**src/rtl/maxpool_stream_ctrl.sv**
```systemverilog
// maxpool_stream_ctrl: streaming 1x2 signed max-pool over channel-major frames with start/done control
module maxpool_stream_ctrl #(
    parameter int DATA_WIDTH = 16,
    parameter int InputW     = 256,
    parameter int Depth      = 1
) (
    input  logic                  clk,
    input  logic                  reset,
    input  logic                  start,
    input  logic [DATA_WIDTH-1:0] in_data,
    input  logic                  in_valid,
    output logic                  in_ready,
    output logic [DATA_WIDTH-1:0] out_data,
    output logic                  out_valid,
    input  logic                  out_ready,
    output logic                  out_last,
    output logic                  busy,
    output logic                  done
);
    localparam int Pairs = InputW / 2;
    localparam int PW    = (Pairs > 1) ? $clog2(Pairs) : 1;
    localparam int CW    = (Depth > 1) ? $clog2(Depth) : 1;
    typedef enum logic [2:0] {IDLE, FIRST, SECOND, OUT, DONE} state_t;
    state_t                r_state;
    logic [PW-1:0]         r_pair_cnt;
    logic [CW-1:0]         r_ch_cnt;
    logic [DATA_WIDTH-1:0] r_a;
    logic                  w_pair_end;
    logic                  w_ch_end;
    assign w_pair_end = r_pair_cnt == PW'(Pairs - 1);
    assign w_ch_end   = r_ch_cnt == CW'(Depth - 1);
    assign in_ready   = (r_state == FIRST) || (r_state == SECOND);
    assign busy       = r_state != IDLE;
    assign done       = r_state == DONE;
    always_ff @(posedge clk) begin
        if (reset) begin
            r_state    <= IDLE;
            r_pair_cnt <= '0;
            r_ch_cnt   <= '0;
            r_a        <= '0;
            out_data   <= '0;
            out_valid  <= 1'b0;
            out_last   <= 1'b0;
        end else begin
            case (r_state)
                IDLE: if (start) begin
                    r_pair_cnt <= '0;
                    r_ch_cnt   <= '0;
                    r_state    <= FIRST;
                end
                FIRST: if (in_valid) begin
                    r_a     <= in_data;
                    r_state <= SECOND;
                end
                SECOND: if (in_valid) begin
                    // ties keep the first sample of the pair
                    out_data  <= ($signed(in_data) > $signed(r_a)) ? in_data : r_a;
                    out_valid <= 1'b1;
                    out_last  <= w_pair_end && w_ch_end;
                    r_state   <= OUT;
                end
                OUT: if (out_ready) begin
                    out_valid <= 1'b0;
                    out_last  <= 1'b0;
                    if (w_pair_end && w_ch_end) begin
                        r_state <= DONE;
                    end else begin
                        r_state    <= FIRST;
                        r_pair_cnt <= w_pair_end ? '0 : r_pair_cnt + PW'(1);
                        r_ch_cnt   <= w_pair_end ? r_ch_cnt + CW'(1) : r_ch_cnt;
                    end
                end
                DONE: r_state <= IDLE;
                default: r_state <= IDLE;
            endcase
        end
    end
endmodule

```
**config.mk**
```make
export PLATFORM = sky130hd
export DESIGN_NAME = maxpool_stream_ctrl
export DESIGN_NICKNAME = d
export VERILOG_FILES = /design/src/rtl/maxpool_stream_ctrl.sv
export SDC_FILE = /design/constraint.sdc
export NUM_CORES = 1
export LEC_CHECK = 0
export CORE_MARGIN = 1
export CORE_UTILIZATION = 39
export CTS_CLUSTER_SIZE = 25
export DETAILED_ROUTE_END_ITERATION = 16
export GPL_ROUTABILITY_DRIVEN = 0
export PLACE_DENSITY = 0.69
export RECOVER_POWER = 100
export SLEW_MARGIN = 20
export SYNTH_ARGS = -nofsm -noshare
export SYNTH_HDL_FRONTEND = slang
export SYNTH_SLANG_ARGS = --single-unit
```
**constraint.sdc**
```tcl
create_clock -name clk -period 3.2 [get_ports clk]
set_input_delay 0.48 -clock clk [delete_from_list [all_inputs] [get_ports clk]]
set_output_delay 0.48 -clock clk [all_outputs]
set_load 0.05 [all_outputs]
```
==> impl_results.md, run 1 <==
* Outcome: complete, no violations
* WL/cell at 13.33 um
* P_leak at 1.109 nW
* TritonCTS buffer count at 5
* CTS tree: yes
* Max-Cap Viols at 0
* DRC at 0
* Cell Area, Synth at 0.002295 mm^2
* Syn Nets at 319
* CP Max Fanout at 16
* Largest stage delay on the critical path at 0.69 ns
* Pwr Total at 1.336 mW
* Commonest non-fill, non-tap cell in the layout: nor2_1
* Vias at 2067
* Chip height at 78.71 um
* Remaining Overflow, GRT at 0
* Clk pwr share at 0.372
* I/O pins at 42
* Final critical-path share of the clock period at 0.9445
* Layout cell share with drive strength beyond 1 at 0.1000
* Initial core utilization at 0.4117
* Crit. End Element: flip-flop
* H-tree depth at 2
* Die width at 78.71 um
* RSZ-0062 raised after global routing: false
* Setup Fix Bufs, Post-CTS at 0
* Router iterations before antenna repair at 4
* Dpl hpwl at 3554 um
* Vias in the first global route at 1918
* Distinct cells, synth at 42
* Cts repair resizes at 0
* Antenna viol nets, final at 0
* Kind of critical path: in2reg
* Hold crit path type: reg2reg
* FF+latch area at 900.9 um^2
* Switch share at 0.2622
* Core outline area at 0.005574 mm^2
* Detailed Route WL at 5224 um
* Post-synth top flop: dfxtp_1
* Comb pwr share at 0.178
* # setup viols final at 0
* Net count, final at 357
* Number of antenna violations at the first check in global routing at 0
* Fill count at 553
* Sequential share of power at 0.450
* Max-slew headroom at the worst pin at 0.3284
* Post-synth EDFFs at 0
* Number of synthesized register bits at 45
* Num Clock Sinks at 45
* Critical path arrival at 3.26 ns
* Pre-CTS setup slack at -0.09019 ns
* Area Overhead vs Synth at 25.57%
* Fmax at 330.9 MHz
* Area of the multi-input gates at 0.001249 mm^2
* Vias/cell at 5.273
* First-pass GRT wire length at 8928 um
* CP required at 3.44 ns
* Psw at 0.3503 mW
* Post-Synthesis Cells at 281
* Maximum VDD drop at 0.0002364 V
* Cell Int Power at 0.9855 mW
* Final Hold Vio Count at 0
* Core Rows at 27
* Post-synth ARST share at 0
* Detailed Route Iter0 Violations at 95
* Total Routing Usage GR at 0.1814
* Buffers on Ports at 41
* Largest net degree at the start of global routing at 42
* Clk_skew at 0.004693 ns
* N_diodes at 0
* Tmin final at 3.022 ns
* Hold buffers post-CTS at 0
* Root Driver: clkbuf_8
* Worst hold margin at 0.4750 ns
* Die area at 0.006194 mm^2
* Worst skew pair latency at 0.29 ns
* Final worst slack at 0.1777 ns
* Yosys warning total at 0
* Final Max Tran Viols at 0
* Seq/Total Area, Yosys at 0.3926
* Slowest-stage cell, CP: a2bb2oi_2
* Setup TNS at 0 ns
* Avg Inst Size Synth at 8.166 um^2
* CP cell instances: clkdlybuf4s50_1 -> ha_1 -> a21oi_1 -> o21ai_0 -> a2111o_1 -> a211oi_2 -> a2bb2oi_2 -> o221a_2
* Critical Path Source Type: input port
* Commonest cells after routing, fill and taps aside: nor2_1, dfxtp_1, nand2_1
* Worst Tran Pin Value at 1.007 ns
* PwrDens at 463.6 mW/mm^2
* Clock transition at path regs at 0.08 ns
* CTS max path bufs at 2
cells in the mapped netlist, drive strengths merged, types with 3 or more instances:
cell / n / area, um^2
a21oi: 26 / 130.1
buf: 6 / 43.79
clkbuf: 8 / 30.03
dfxtp: 45 / 900.9
ha: 17 / 212.7
inv: 19 / 71.32
nand2: 43 / 161.4
nand3: 7 / 35.03
nand4: 4 / 25.02
nor2: 50 / 187.7
nor2b: 3 / 21.27
o21ai: 6 / 30.03
o221a: 16 / 180.2
cell families (layout without fill, tap and decap cells):
logic type,count (synthesis),in the layout,share of synthesized area
flops,45,45,0.3926
mux,1,1,0.004907
compound gates,62,62,0.2061
simple gates,119,119,0.2252
xor+xnor,4,4,0.01527
fa+ha+maj,17,17,0.09269
buf+inv,33,72,0.06325
metal layers:
metal | vias to the layer above | track usage | share of wire
met5 | - | 0 | 0
met3 | 4 | 0.04138 | 0.047
li1 | 1051 | - | -
met2 | 48 | 0.2983 | 0.47
met4 | 0 | 0.05926 | 0.0090
met1 | 964 | 0.2338 | 0.48
flip-flops by register name, indices dropped and copies added (netlist names):
name,cells
r_state,3
out_data,16
r_pair_cnt,7
out_valid,1
out_last,1
r_a,16
r_ch_cnt,1
final timing paths:
kind | to | slack [ns] | cells past startpoint | start
worst max register to register | out_data[6] | 0.45 | 8 | r_a[7]
worst min register to register | r_a[2] | 0.48 | 2 | r_a[2]
worst min-delay path | r_a[2] | 0.48 | 2 | r_a[2]
worst max-delay path | out_data[6] | 0.18 | 8 | in_data[7]
worst max-delay path: cells and delay by family:
kind / cells / cell delay [ns]
AOI/OAI and AO/OA: 6 / 1.98
buffers and inverters: 1 / 0.46
adders and majority gates: 1 / 0.34
power by group through the flow:
| stage | sequential (mW) | clock (mW) | combinational (mW) |
|---|---|---|---|
| finish | 0.601 | 0.497 | 0.237 |
| detailed placement | 0.615 | 0 | 0.241 |
| global route | 0.606 | 0.529 | 0.263 |
| CTS | 0.602 | 0.510 | 0.243 |
| floorplan | 0.636 | 0 | 0.136 |
| global placement | 0.614 | 0 | 0.239 |
per-stage QoR:
stage | area, um^2 | instances | utilization
after global placement | 2751 | 384 | 0.4936
after detailed placement | 2751 | 384 | 0.4936
after global routing | 2882 | 392 | 0.5169
final | 2882 | 392 | 0.5169
after CTS | 2885 | 392 | 0.5176
after floorplan | 2295 | 281 | -
layout make-up:
class	instances	share of cell area
clock buffers	5	0.02388
multi-input cells	203	0.4333
flip-flops and latches	45	0.3126
clock inverters	3	0.02258
inverters	19	0.02475
repair buffers	45	0.1515
well taps	72	0.03126
(Power assumes the default switching activity.)
==> inputs of run 2 (changes only) <==
--- a/config.mk
+++ b/config.mk
@@ -11,4 +11,5 @@
 export DETAILED_ROUTE_END_ITERATION = 16
 export GPL_ROUTABILITY_DRIVEN = 0
+export MAX_ROUTING_LAYER = met4
 export PLACE_DENSITY = 0.69
 export RECOVER_POWER = 100
==> constraint.sdc (replaced) <==
create_clock -name clk -period 3.2 [get_ports clk]
set_input_delay 0.8 -clock clk [delete_from_list [all_inputs] [get_ports clk]]
set_output_delay 0.8 -clock clk [all_outputs]
set_load 0.05 [all_outputs]
==> run 2 against run 1 <==
Compared with the run above:
- flip-flop and latch count unchanged
- non-clock buffer count rose by 6
- largest cell class unchanged
- largest power group unchanged
- final cell count up 1.5%
==> impl_results.md, run 2 (synthesis gave the netlist of run 1 again) <==
* Vias at 2074 (+0.34%)
* Setup Fix Bufs, Post-CTS at 0 (unchanged)
* Antenna viol nets, final at 0 (unchanged)
* First-pass GRT wire length at 8928 um (unchanged)
* Vias in the first global route at 1929 (+0.57%)
* Worst hold margin at 0.4789 ns (+0.003829 ns)
* Tmin final at 2.995 ns (-0.02750 ns)
* Hold crit path type: reg2reg
* Kind of critical path: in2reg
* Router iterations before antenna repair at 4 (unchanged)
* Area Overhead vs Synth at 26.44%
* Remaining Overflow, GRT at 0 (unchanged)
* Setup TNS at 0 ns (unchanged)
* CP Max Fanout at 10 (-6)
* Top Registers: out_data (16), r_a (16), r_pair_cnt (7)
* Clock transition at path regs at 0.08 ns (about the same)
* Maximum VDD drop at 0.0001893 V (-20%)
* Detailed Route Iter0 Violations at 92 (-3.2%)
* Fill count at 559 (+1.1%)
* P_leak at 1.117 nW (+0.76%)
* Worst Tran Pin Value at 0.9774 ns (-0.02952 ns)
* WL/cell at 13.14 um (-1.4%)
* Die area at 0.006194 mm^2 (unchanged)
* Slowest-stage cell, CP: clkdlybuf4s50_1
* Crit. End Element: flip-flop
* TritonCTS buffer count at 5 (unchanged)
* Final Max Tran Viols at 0 (unchanged)
* Comb pwr share at 0.187 (+0.009)
* Initial core utilization at 0.4117 (unchanged)
* Crit-path leading delay family: compound AO/OA/AOI/OAI gates
* Fmax at 333.9 MHz (+0.92%)
* Core outline area at 0.005574 mm^2 (unchanged)
* Outcome: complete, no violations
* Max-slew headroom at the worst pin at 0.3480 (+0.01969)
* I/O pins at 42 (unchanged)
* Num Clock Sinks at 45 (unchanged)
* CP cell instances: clkdlybuf4s50_1 -> ha_1 -> a21oi_1 -> o21ai_0 -> a2111o_1 -> a211oi_2 -> a31oi_2 -> clkbuf_2 -> o221a_2
* Net count, final at 363 (+1.7%)
* N_diodes at 0 (unchanged)
* H-tree depth at 2 (unchanged)
* Cell Int Power at 0.9127 mW (-7.4%)
* Number of antenna violations at the first check in global routing at 0 (unchanged)
* PwrDens at 441.2 mW/mm^2 (-4.8%)
* Switch share at 0.2870 (+0.02480)
* Critical Path Source Type: input port
* Detailed Route WL at 5228 um (about the same)
* Dpl hpwl at 3621 um (+1.9%)
* Vias/cell at 5.211 (-1.2%)
* Final critical-path share of the clock period at 0.9359 (-0.008595)
* Clk_skew at 0.008011 ns (+0.003318 ns)
* Worst skew pair latency at 0.30 ns (about the same)
* Layout cell share with drive strength beyond 1 at 0.1135 (+0.01350)
* Critical path arrival at 3.19 ns (-0.07 ns)
* Commonest non-fill, non-tap cell in the layout: nor2_1
* Largest stage delay on the critical path at 0.46 ns (-0.23 ns)
* Largest net degree at the start of global routing at 42 (unchanged)
* CTS max path bufs at 2 (unchanged)
* Core Rows at 27 (unchanged)
* Sequential share of power at 0.470 (+0.020)
* Root Driver: clkbuf_8
* Final Hold Vio Count at 0 (unchanged)
* RSZ-0062 raised after global routing: false
* Clk pwr share at 0.343 (-0.029)
* Critical path buffer and inverter count at 2 (+1)
* Max-Cap Viols at 0 (unchanged)
* Commonest cells after routing, fill and taps aside: nor2_1, dfxtp_1, nand2_1
* Psw at 0.3674 mW (+4.9%)
* Total Routing Usage GR at 0.1850 (+0.003522)
* # setup viols final at 0 (unchanged)
* Die width at 78.71 um (unchanged)
* DRC at 0 (unchanged)
* Hold buffers post-CTS at 0 (unchanged)
* CTS tree: yes
* CP required at 3.39 ns (-0.05 ns)
* Chip height at 78.71 um (unchanged)
* Buffers on Ports at 41 (unchanged)
* Cts repair resizes at 0 (unchanged)
-- run 2: cell count changes in the layout (fill, tap and decap cells not counted) --
cell	before	now
buf_4	3	7
bufinv_16	2	1
clkbuf_1	1	2
clkbuf_2	0	1
clkinv_2	1	0
clkinv_4	0	1
clkinvlp_4	0	1
-- run 2: cell type report --
| class | count | area, um^2 | area share |
|---|---|---|---|
| Multi-Input combinational cell | 203 | 1249 | 0.4304 |
| Clock inverter | 3 | 46.29 | 0.01596 |
| Tap cell | 72 | 90.09 | 0.03105 |
| Timing Repair Buffer | 51 | 475.5 | 0.1639 |
| Sequential cell | 45 | 900.9 | 0.3105 |
| Clock buffer | 5 | 68.82 | 0.02372 |
| Inverter | 19 | 71.32 | 0.02458 |
-- run 2: power groups by stage --
| stage | sequential (mW) | combinational [mW] | clock, mW |
|---|---|---|---|
| 2_1_floorplan | 0.636 | 0.136 | 0 |
| 3_3_place_gp | 0.614 | 0.243 | 0 |
| 6_report | 0.602 | 0.239 | 0.439 |
| 3_5_place_dp | 0.615 | 0.246 | 0 |
| 5_1_grt | 0.606 | 0.267 | 0.477 |
| 4_1_cts | 0.602 | 0.247 | 0.452 |
-- run 2: worst paths after layout --
kind | from | to | slack, ns | cells past startpoint
setup / recovery | in_data[5] | out_data[12] | 0.21 | 9
hold / removal | r_a[11] | r_a[11] | 0.48 | 2
setup reg to reg | r_a[7] | out_data[12] | 0.79 | 9
hold reg to reg | r_a[11] | r_a[11] | 0.48 | 2
-- run 2: per-stage QoR --
step	power (mW)	cell area, um^2	util	worst slack (ns)	std cells
floorplan	0.7723	2295	-	0.5288	281
finish	1.280	2902	0.5205	0.2052	398
global placement	0.8572	2796	0.5017	0.01616	390
detailed placement	0.8606	2796	0.5017	-0.05138	390
CTS	1.301	2912	0.5223	0.2802	398
global route	1.349	2902	0.5205	0.1139	398
-- run 2: layer usage --
layer / track usage / share of wire
met1: 0.2431 / 0.48
met2: 0.2974 / 0.47
met3: 0.03678 / 0.053
met4: 0.03333 / 0.0057
met5: - / 0
-- run 2: tightest hold or removal path: cells and delay by family (launching register included) --
family | cells | cell delay (ns)
flip-flops | 1 | 0.33
AND/OR/NAND/NOR | 1 | 0.06
AO/OA/AOI/OAI | 1 | 0.05
==> inputs of run 3 (changes only) <==
ABC_CLOCK_PERIOD_IN_PS = 3200   (was not set)
==> results of run 3 <==
Same layout as run 2: the final DEF is identical, and so are final timing and power.
